==> src/rtl/bus_req_queue_pkg.sv <==
// Shared definitions for the bus request queue: requester slots, unit IDs and the queue entry.
package bus_req_queue_pkg;

    localparam int unsigned NREQ = 11;
    localparam int unsigned IDW  = 4;
    localparam int unsigned ENTW = 2 * IDW;
    localparam int unsigned CNTW = 4;

    // Requester slot positions within req / ack / req_data
    localparam int unsigned SLOT_DMA = 10;
    localparam int unsigned SLOT_IE  = 9;
    localparam int unsigned SLOT_IO  = 8;
    localparam int unsigned SLOT_DER = 7;
    localparam int unsigned SLOT_DEW = 6;
    localparam int unsigned SLOT_DOR = 5;
    localparam int unsigned SLOT_DOW = 4;
    localparam int unsigned SLOT_B0  = 3;
    localparam int unsigned SLOT_B1  = 2;
    localparam int unsigned SLOT_B2  = 1;
    localparam int unsigned SLOT_B3  = 0;

    // Unit IDs carried in the src / dest fields
    localparam logic [IDW-1:0] ID_IE  = 4'h0;
    localparam logic [IDW-1:0] ID_IO  = 4'h1;
    localparam logic [IDW-1:0] ID_DER = 4'h4;
    localparam logic [IDW-1:0] ID_DOR = 4'h5;
    localparam logic [IDW-1:0] ID_DEW = 4'h6;
    localparam logic [IDW-1:0] ID_DOW = 4'h7;
    localparam logic [IDW-1:0] ID_B0  = 4'h8;
    localparam logic [IDW-1:0] ID_B1  = 4'h9;
    localparam logic [IDW-1:0] ID_B2  = 4'hA;
    localparam logic [IDW-1:0] ID_B3  = 4'hB;
    localparam logic [IDW-1:0] ID_DMA = 4'hC;

    typedef struct packed {
        logic [IDW-1:0] src;
        logic [IDW-1:0] dest;
    } brq_entry_t;

endpackage

==> src/rtl/brq_arb.sv <==
// Fixed-priority one-hot arbiter: highest set request bit wins when enabled.
module brq_arb
    import bus_req_queue_pkg::*;
(
    input  logic            en,
    input  logic [NREQ-1:0] req,
    output logic [NREQ-1:0] gnt
);

    // Ascending scan so the highest index overwrites lower ones
    always_comb begin
        gnt = '0;
        for (int i = 0; i < NREQ; i++) begin
            if (en && req[i]) begin
                gnt    = '0;
                gnt[i] = 1'b1;
            end
        end
    end

endmodule

==> src/rtl/bus_req_queue.sv <==
// In-order shift-register queue of bus requests; head is offered to the bus controller once its destination is free.
module bus_req_queue
    import bus_req_queue_pkg::*;
(
    input  logic                 clk,
    input  logic                 clr,
    input  logic [NREQ*ENTW-1:0] req_data,
    input  logic [NREQ-1:0]      req,
    input  logic                 freeIE,
    input  logic                 freeIO,
    input  logic                 freeDE,
    input  logic                 freeDO,
    input  logic                 freeB0,
    input  logic                 freeB1,
    input  logic                 freeB2,
    input  logic                 freeB3,
    input  logic                 freeDMA,
    input  logic                 pull,
    output logic [NREQ-1:0]      ack,
    output logic                 req_ready,
    output logic [IDW-1:0]       send_out,
    output logic [IDW-1:0]       dest_out
);

    brq_entry_t      rout     [NREQ];
    brq_entry_t      rout_nxt [NREQ];
    logic [CNTW-1:0] count;
    logic [CNTW-1:0] count_nxt;
    logic [CNTW-1:0] wr_idx;
    logic            arb_en;
    logic            push;
    logic            pop;
    logic            head_valid;
    logic            head_free;
    brq_entry_t      head;
    brq_entry_t      win_entry;

    // Full queue never grants, even when the head pops the same cycle
    assign arb_en = !clr && (count < CNTW'(NREQ));

    brq_arb u_arb (
        .en  (arb_en),
        .req (req),
        .gnt (ack)
    );

    always_comb begin
        win_entry = '0;
        for (int i = 0; i < NREQ; i++) begin
            if (ack[i]) win_entry = req_data[ENTW*i +: ENTW];
        end
    end

    assign head       = rout[0];
    assign head_valid = (count != '0);

    // Unmapped IDs count as free so a stray dest cannot wedge the queue
    always_comb begin
        head_free = 1'b1;
        case (head.dest)
            ID_IE:          head_free = freeIE;
            ID_IO:          head_free = freeIO;
            ID_DER, ID_DEW: head_free = freeDE;
            ID_DOR, ID_DOW: head_free = freeDO;
            ID_B0:          head_free = freeB0;
            ID_B1:          head_free = freeB1;
            ID_B2:          head_free = freeB2;
            ID_B3:          head_free = freeB3;
            ID_DMA:         head_free = freeDMA;
            default:        head_free = 1'b1;
        endcase
    end

    assign req_ready = head_valid && head_free;
    assign send_out  = head_valid ? head.src  : '0;
    assign dest_out  = head_valid ? head.dest : '0;

    assign push = |ack;
    assign pop  = pull && req_ready;

    // Shift toward the head on pop, then append the granted entry at the tail
    always_comb begin
        rout_nxt  = rout;
        count_nxt = count;
        wr_idx    = pop ? CNTW'(count - CNTW'(1)) : count;
        if (pop) begin
            for (int i = 0; i < NREQ - 1; i++) rout_nxt[i] = rout[i+1];
            rout_nxt[NREQ-1] = '0;
        end
        if (push) rout_nxt[wr_idx] = win_entry;
        case ({push, pop})
            2'b10:   count_nxt = CNTW'(count + CNTW'(1));
            2'b01:   count_nxt = CNTW'(count - CNTW'(1));
            default: count_nxt = count;
        endcase
    end

    always_ff @(posedge clk) begin
        if (clr) begin
            count <= '0;
            for (int i = 0; i < NREQ; i++) rout[i] <= '0;
        end else begin
            count <= count_nxt;
            for (int i = 0; i < NREQ; i++) rout[i] <= rout_nxt[i];
        end
    end

endmodule

==> config.mk <==
export PLATFORM = sky130hd
export DESIGN_NAME = bus_req_queue
export DESIGN_NICKNAME = d
export VERILOG_FILES = /design/src/rtl/bus_req_queue_pkg.sv /design/src/rtl/brq_arb.sv /design/src/rtl/bus_req_queue.sv
export SDC_FILE = /design/constraint.sdc
export NUM_CORES = 1
export LEC_CHECK = 0
export ABC_AREA = 1
export ABC_CLOCK_PERIOD_IN_PS = 3500
export BUFFER_PORTS_ARGS = -buffer_cell sky130_fd_sc_hd__buf_2
export CAP_MARGIN = 0
export CORE_ASPECT_RATIO = 1.25
export CORE_MARGIN = 3
export CORE_UTILIZATION = 56
export DETAILED_ROUTE_END_ITERATION = 8
export PLACE_DENSITY_LB_ADDON = 0.05
export SLEW_MARGIN = 20
export SYNTH_ARGS = -nofsm -noshare
export SYNTH_HDL_FRONTEND = slang
export SYNTH_SLANG_ARGS = --single-unit
export TNS_END_PERCENT = 30
==> constraint.sdc <==
create_clock -name clk -period 3.5 [get_ports clk]
set_input_delay 0.35 -clock clk [delete_from_list [all_inputs] [get_ports clk]]
set_output_delay 0.35 -clock clk [all_outputs]
set_load 0.02 [all_outputs]
# == After elaboration in Yosys (flattened, before gate mapping) ==
# Index checks and enable logic that the tools add are counted.
# word_totals
ff_bits,92
latch_bits,0
mem_bits_rw,0
mem_bits_ro,0
output_inout_bits,20
wordCells,95
memories,0
# classes
add_sub_neg,2
mul,0
div,0
order_cmp,3
n_eq_ne,12
shifts,0
muxes,32
n_bitwise,1
n_reduce_logical,22
# ops
cell,n
$mux 88,2
$mux 8,13
$bwmux 88,1
$demux 8 s4,1
$eq 4x4->1 const B,5
$eq 4x3->1 const B,4
$mux 4,4
$logic_and 1x1->1,15
$mux 11,1
$reduce_or 11->1,1
$mux 10,1
$mux 9,1
$pmux 1 s9,1
$pmux 4 s2,1
$mux 7,1
$mux 6,1
$ge 5x5->1 const B,1
$lt 5x1->1 const B,1
$mux 5,1
$not 4->5,1
$add 4x1->4 const B,1
$eq 4x1->1 const B,1
$logic_not 4->1,1
$lt 4x4->1 const B,1
10 further kinds,11

# == Depth between registers and ports, before layout ==
# depth
ltp_word,27
depth_mapped,21
depth_no_buf,20

# == Hierarchy ==
# From an unflattened synthesis, not the netlist that was laid out.
# unflattened
hier_cells,972
area_unflattened_um2,6074.6
# modules_own_cells
module,instances,cells_each,area_per_inst_um2,seq_area_each_um2
bus_req_queue,1,931,5873.1,1841.8
brq_arb,1,41,201.4,0.0

# == Worst setup path before layout ==
# No wires, ideal clock.
# synth_timing
path_kind,register -> register
from,register count[0]
to,register count[3]
t_arrival_ns,2.400
slack_ns,0.985
stages_incl_launch_ff,17
n_path_buf,2
path_cell_list,dfxtp_1 -> inv_1 -> ha_1 -> nand2_1 -> nor2_2 -> a21oi_2 -> nand2_1 -> inv_2 -> nand2_4 -> buf_6 -> inv_1 -> clkbuf_1 -> ha_1 -> a21oi_1 -> nand3_1 -> nand2_1 -> nor2_1
# synth_lines
element,line_no,source
start: declaration,bus_req_queue.sv:27,logic [CNTW-1:0] count;
start signal: assignment,bus_req_queue.sv:103,count <= count_nxt;
$reduce_bool 4->1 *,bus_req_queue.sv:55,assign head_valid = (count != '0);
$logic_and 1x1->1 *,bus_req_queue.sv:74,assign req_ready = head_valid && head_free;
net req_ready,bus_req_queue.sv:20,"output logic req_ready,"
$logic_and 1x1->1 *,bus_req_queue.sv:79,assign pop = pull && req_ready;
$eq 2x1->1 / $eq 2x2->1 (equally long branches),bus_req_queue.sv:91,"case ({push, pop})"
$pmux 4 s2 / $reduce_bool 2->1 (equally long branches),-,
# The timed path passes the listed nets; every way through them passes the cells marked *.
# A chain may end at the register's enable or synchronous reset.

# == Final worst setup path ==
# layout_timing
from,register count[0]
to,"register, netlist name rout[60]"
# layout_between
elab_chain_cells,27
# layout_lines
element,line_no,source
$lt 4x4->1,bus_req_queue.sv:39,assign arb_en = !clr && (count < CNTW'(NREQ));
$logic_and 1x1->1,bus_req_queue.sv:39,
$logic_and 1x1->1,brq_arb.sv:14,if (en && req[i]) begin
$mux 1,brq_arb.sv:14,
$mux 2,brq_arb.sv:14,
$mux 3,brq_arb.sv:14,
$mux 4,brq_arb.sv:14,
$mux 5,brq_arb.sv:14,
$mux 6,brq_arb.sv:14,
$mux 7,brq_arb.sv:14,
$mux 8,brq_arb.sv:14,
$mux 9,brq_arb.sv:14,
$mux 10,brq_arb.sv:14,
$mux 11,brq_arb.sv:14,
$mux 8 (11 in series),bus_req_queue.sv:50,if (ack[i]) win_entry = req_data[ENTW*i +: ENTW];
$bwmux 88,bus_req_queue.sv:90,if (push) rout_nxt[wr_idx] = win_entry;
$mux 88 *,bus_req_queue.sv:90,
# Mark *: on every way between the ends. The rest lies on a longest branch, timed or not.

==> results.py <==
metrics = {
    "clocking": {
        "cts_tree": "done",
        "numCtsBuffers": 9,
        "ctsResizeCount": 0,
        "postCtsSetupRepairBufs": 0,
        "cts_root_buffer": "clkbuf_16",
        "htreeDepth": 3,
        "clk_path_buf_depth": 2,
        "hold_buffers": 0,
        "clock_latency_ns": 0.34,
        "clock_sinks": 92,
        "clk_pin_slew_ns": 0.07,
    },
    "global_route": {
        "grt_max_degree": 59,
        "grt_pass1_wl_um": 29800,
        "gr-usage-all-layers": 0.289,
        "first_global_vias": 6284,
        "gr-total-overflow": 0,
        "antenna_found_initial": 0,
    },
    "drt": {
        "drtIter0Drc": 382,
        "wl_per_cell_um": 15.4,
        "first_pass_iters": 5,
        "viasPerCell": 5.52,
        "postRouteAntennaNets": 0,
        "routed_wl_um": 18700,
        "route.detailed.drc": 0,
        "vias": 6709,
    },
    "timing": {
        "final.setup.tns_ns": 0,
        "maxSlewViolCount": 0,
        "fmaxAchievable_ghz": 0.339,
        "rsz0062_at_grt": "no",
        "period_share": 0.842,
        "worst_slack_ns": 0.554,
        "setup_viol": 0,
        "hold_violations": 0,
        "max_slew.worst_pin.slew_ns": 0.710,
        "fin_crit_ns": 2.95,
        "slew_headroom": 0.527,
        "clock_skew_ns": 0.00707,
    },
    "yosys": {
        "synth_adder_area_share": 0.00586,
        "ys_ff_latch": 92,
        "syn_inst": 975,
        "synthesis.nets": 1089,
        "synth_area_leaders": "dfxtp_1, nand2_1, a21oi_1, inv_1, nand4_1",
        "seq_area_frac_synth": 0.287,
        "synthSimpleGateAreaFrac": 0.359,
        "yosysWarnings": 0,
        "yosysUniqueCellTypes": 44,
        "synth.avg_cell_area_um2": 6.57,
        "synthArstFlopShare": 0,
        "synth_top_family_by_area": "simple AND/OR/NAND/NOR gates",
        "yosys.area.top_type": "dfxtp_1",
        "synth_top_area_share": 0.287,
        "synth_ff_type": "dfxtp_1",
        "synth-compound-area-share": 0.143,
        "synth_mux_area_frac": 0.0671,
        "synth_xor_area_frac": 0.00937,
        "synth_area_um2": 6410,
        "synth_edf_count": 0,
    },
    "floorplanning": {
        "coreArea_um2": 11100,
        "start_util": 0.576,
        "rows": 43,
        "dieArea_um2": 12800,
        "fp.dieH_um": 126,
        "ios": 131,
        "die_x_um": 102,
    },
    "placed_design": {
        "hpwl_um": 13800,
        "dp_slack_ns": 0.610,
        "gp_congestion": 0.965,
        "post_dp_cell_area_um2": 7080,
        "io_buffers": 130,
    },
    "final_layout": {
        "diodes": 0,
        "area_growth_pct": 15.4,
        "nets": 1190,
        "drive_above_1_share": 0.213,
        "final_area_um2": 7390,
    },
    "critical_path": {
        "worstPathCellList": "ha_1, inv_1, nand2_2, a21oi_2, buf_4, nand3_1, nor2_1, nand2_1, inv_2, nor2_1, nand3_2, nor2_8, nor2_8, nand3_2, inv_2, nand4_1, nand2_1, inv_1",
        "slowest_delay_ns": 0.38,
        "critPathMaxFanout": 9,
        "start_kind": "register",
        "crit_buf_inv": 5,
        "criticalPathCategory": "register to register",
        "r2r_slack_ns": 0.55,
        "crit_family": "simple AND/OR/NAND/NOR gates",
        "cp.arrival_ns": 3.19,
        "worst-r2r-cell-count": 18,
        "worstPathRequired_ns": 3.75,
        "slowest_stage": "dfxtp_1",
        "end_kind": "register",
        "r2r-start": "count[0]",
        "reg2reg_to": "rout[60]",
    },
    "power": {
        "power.leakage_nw": 4.19,
        "irDropWorstVdd_mv": 0.395,
        "power.density_nw_per_um2": 724,
    },
    "flow_run": {
        "drv_cap": 0,
    },
    "worst_hold_path": {
        "whs_path_depth": 4,
        "hp-start": "clr",
        "holdCritPathClass": "primary input to register",
        "whs_endpoint": "head[3]",
    },
    "run_status": {
        "status": "finished clean",
    },
}
-- metrics by stage --
| step | hold WS (ns) | utilization | total power (W) | instances |
|---|---|---|---|---|
| final | 0.537 | 0.664 | 0.00535 | 1216 |
| after global routing | 0.578 | 0.664 | 0.00575 | 1216 |
| after CTS | 0.536 | 0.664 | 0.00534 | 1216 |
| after detailed placement | 0.525 | 0.636 | 0.00432 | 1200 |
| after global placement | 0.518 | 0.636 | 0.00428 | 1200 |
| after floorplan | 0.506 | - | 0.00375 | 975 |
-- Yosys cell counts, types with 2 or more instances --
cell and n:
nand4_1 71, clkinv_1 2, nand2_4 6, nand3_2 5, buf_1 6, inv_1 136, nand3_1 33, xnor2_1 2
clkbuf_1 24, buf_2 18, nor2_1 18, a21oi_1 111, o21ai_0 35, nor2_2 7, mux2i_1 43, nand2_2 3
nor2_4 4, o211ai_2 3, dfxtp_1 92, nor2_8 11, o21ai_2 2, xor2_1 3, inv_2 18, ha_1 3
a21oi_2 2, nand2_1 289, or2_2 3, inv_4 2, a31oi_1 8
-- worst max-delay path by stage --
stage / startpoint / to / slack (ns) / cells after the start
after floorplan: count[0] / count[3] / 0.99 / 16
after global placement: count[0] / rout[60] / 0.66 / 18
after detailed placement: count[0] / rout[60] / 0.61 / 18
after CTS: count[0] / rout[60] / 0.59 / 18
after global routing: count[0] / rout[57] / 0.33 / 18
final: count[0] / rout[60] / 0.55 / 18
-- registers in the layout (all words and copies together), names as in the netlist --
name	count
count	4
head	8
rout	80
-- area by class of cell --
type                    count  area (um^2)
flip-flops and latches     92         1840
well taps                 135          169
fillers                  1052         3740
repair buffers            140          726
clock inverters             5         58.8
multi-input cells         675         3750
inverters                 158          598
clock buffers              11          253
-- metal layers --
metal	vias up	wire length [um]	track usage	share of wire
met5	-	0	0	0
met4	0	358	0.0978	0.019
met3	30	1160	0.0476	0.062
met2	224	9750	0.525	0.52
met1	3093	7440	0.339	0.40
li1	3362	-	-	-
-- power breakdown --
part | leakage [nW] | total (W) | switching, W | internal (W)
Clock | 0.148 | 0.00102 | 0.000429 | 0.000594
Sequential | 0.749 | 0.00156 | 0.000185 | 0.00138
Combinational | 3.29 | 0.00277 | 0.00183 | 0.000941
-- worst reg2reg max path: cells and delay by family (launching register included) --
| kind | cells | cell delay [ns] |
|---|---|---|
| compound gates | 1 | 0.26 |
| fa+ha+maj | 1 | 0.28 |
| buf+inv | 5 | 0.71 |
| flops | 1 | 0.38 |
| simple gates | 11 | 1.22 |
-- cells by family after synthesis --
| logic type | count (synthesis) |
|---|---|
| mux | 43 |
| buf+inv | 208 |
| fa+ha+maj | 3 |
| simple gates | 456 |
| compound gates | 167 |
| xor+xnor | 6 |
| flops | 92 |
-- cells in the final DEF, fill, tap and decap left out, types with 3 or more instances in the layout --
master / Yosys / layout
a21oi_1: 111 / 111
a31oi_1: 8 / 8
buf_2: 18 / 130
buf_4: 1 / 10
clkbuf_16: 0 / 9
dfxtp_1: 92 / 92
ha_1: 3 / 3
inv_1: 136 / 136
inv_2: 18 / 18
mux2i_1: 43 / 43
nand2_1: 289 / 289
nand2_2: 3 / 3
nand2_4: 6 / 6
nand3_1: 33 / 33
nand3_2: 5 / 5
nand4_1: 71 / 71
nor2_1: 18 / 18
nor2_2: 7 / 7
nor2_4: 4 / 4
nor2_8: 11 / 11
o211ai_2: 3 / 3
o21ai_0: 35 / 35
or2_2: 3 / 3
xor2_1: 3 / 3
No activity file was read; power rests on OpenSTA's default activity.
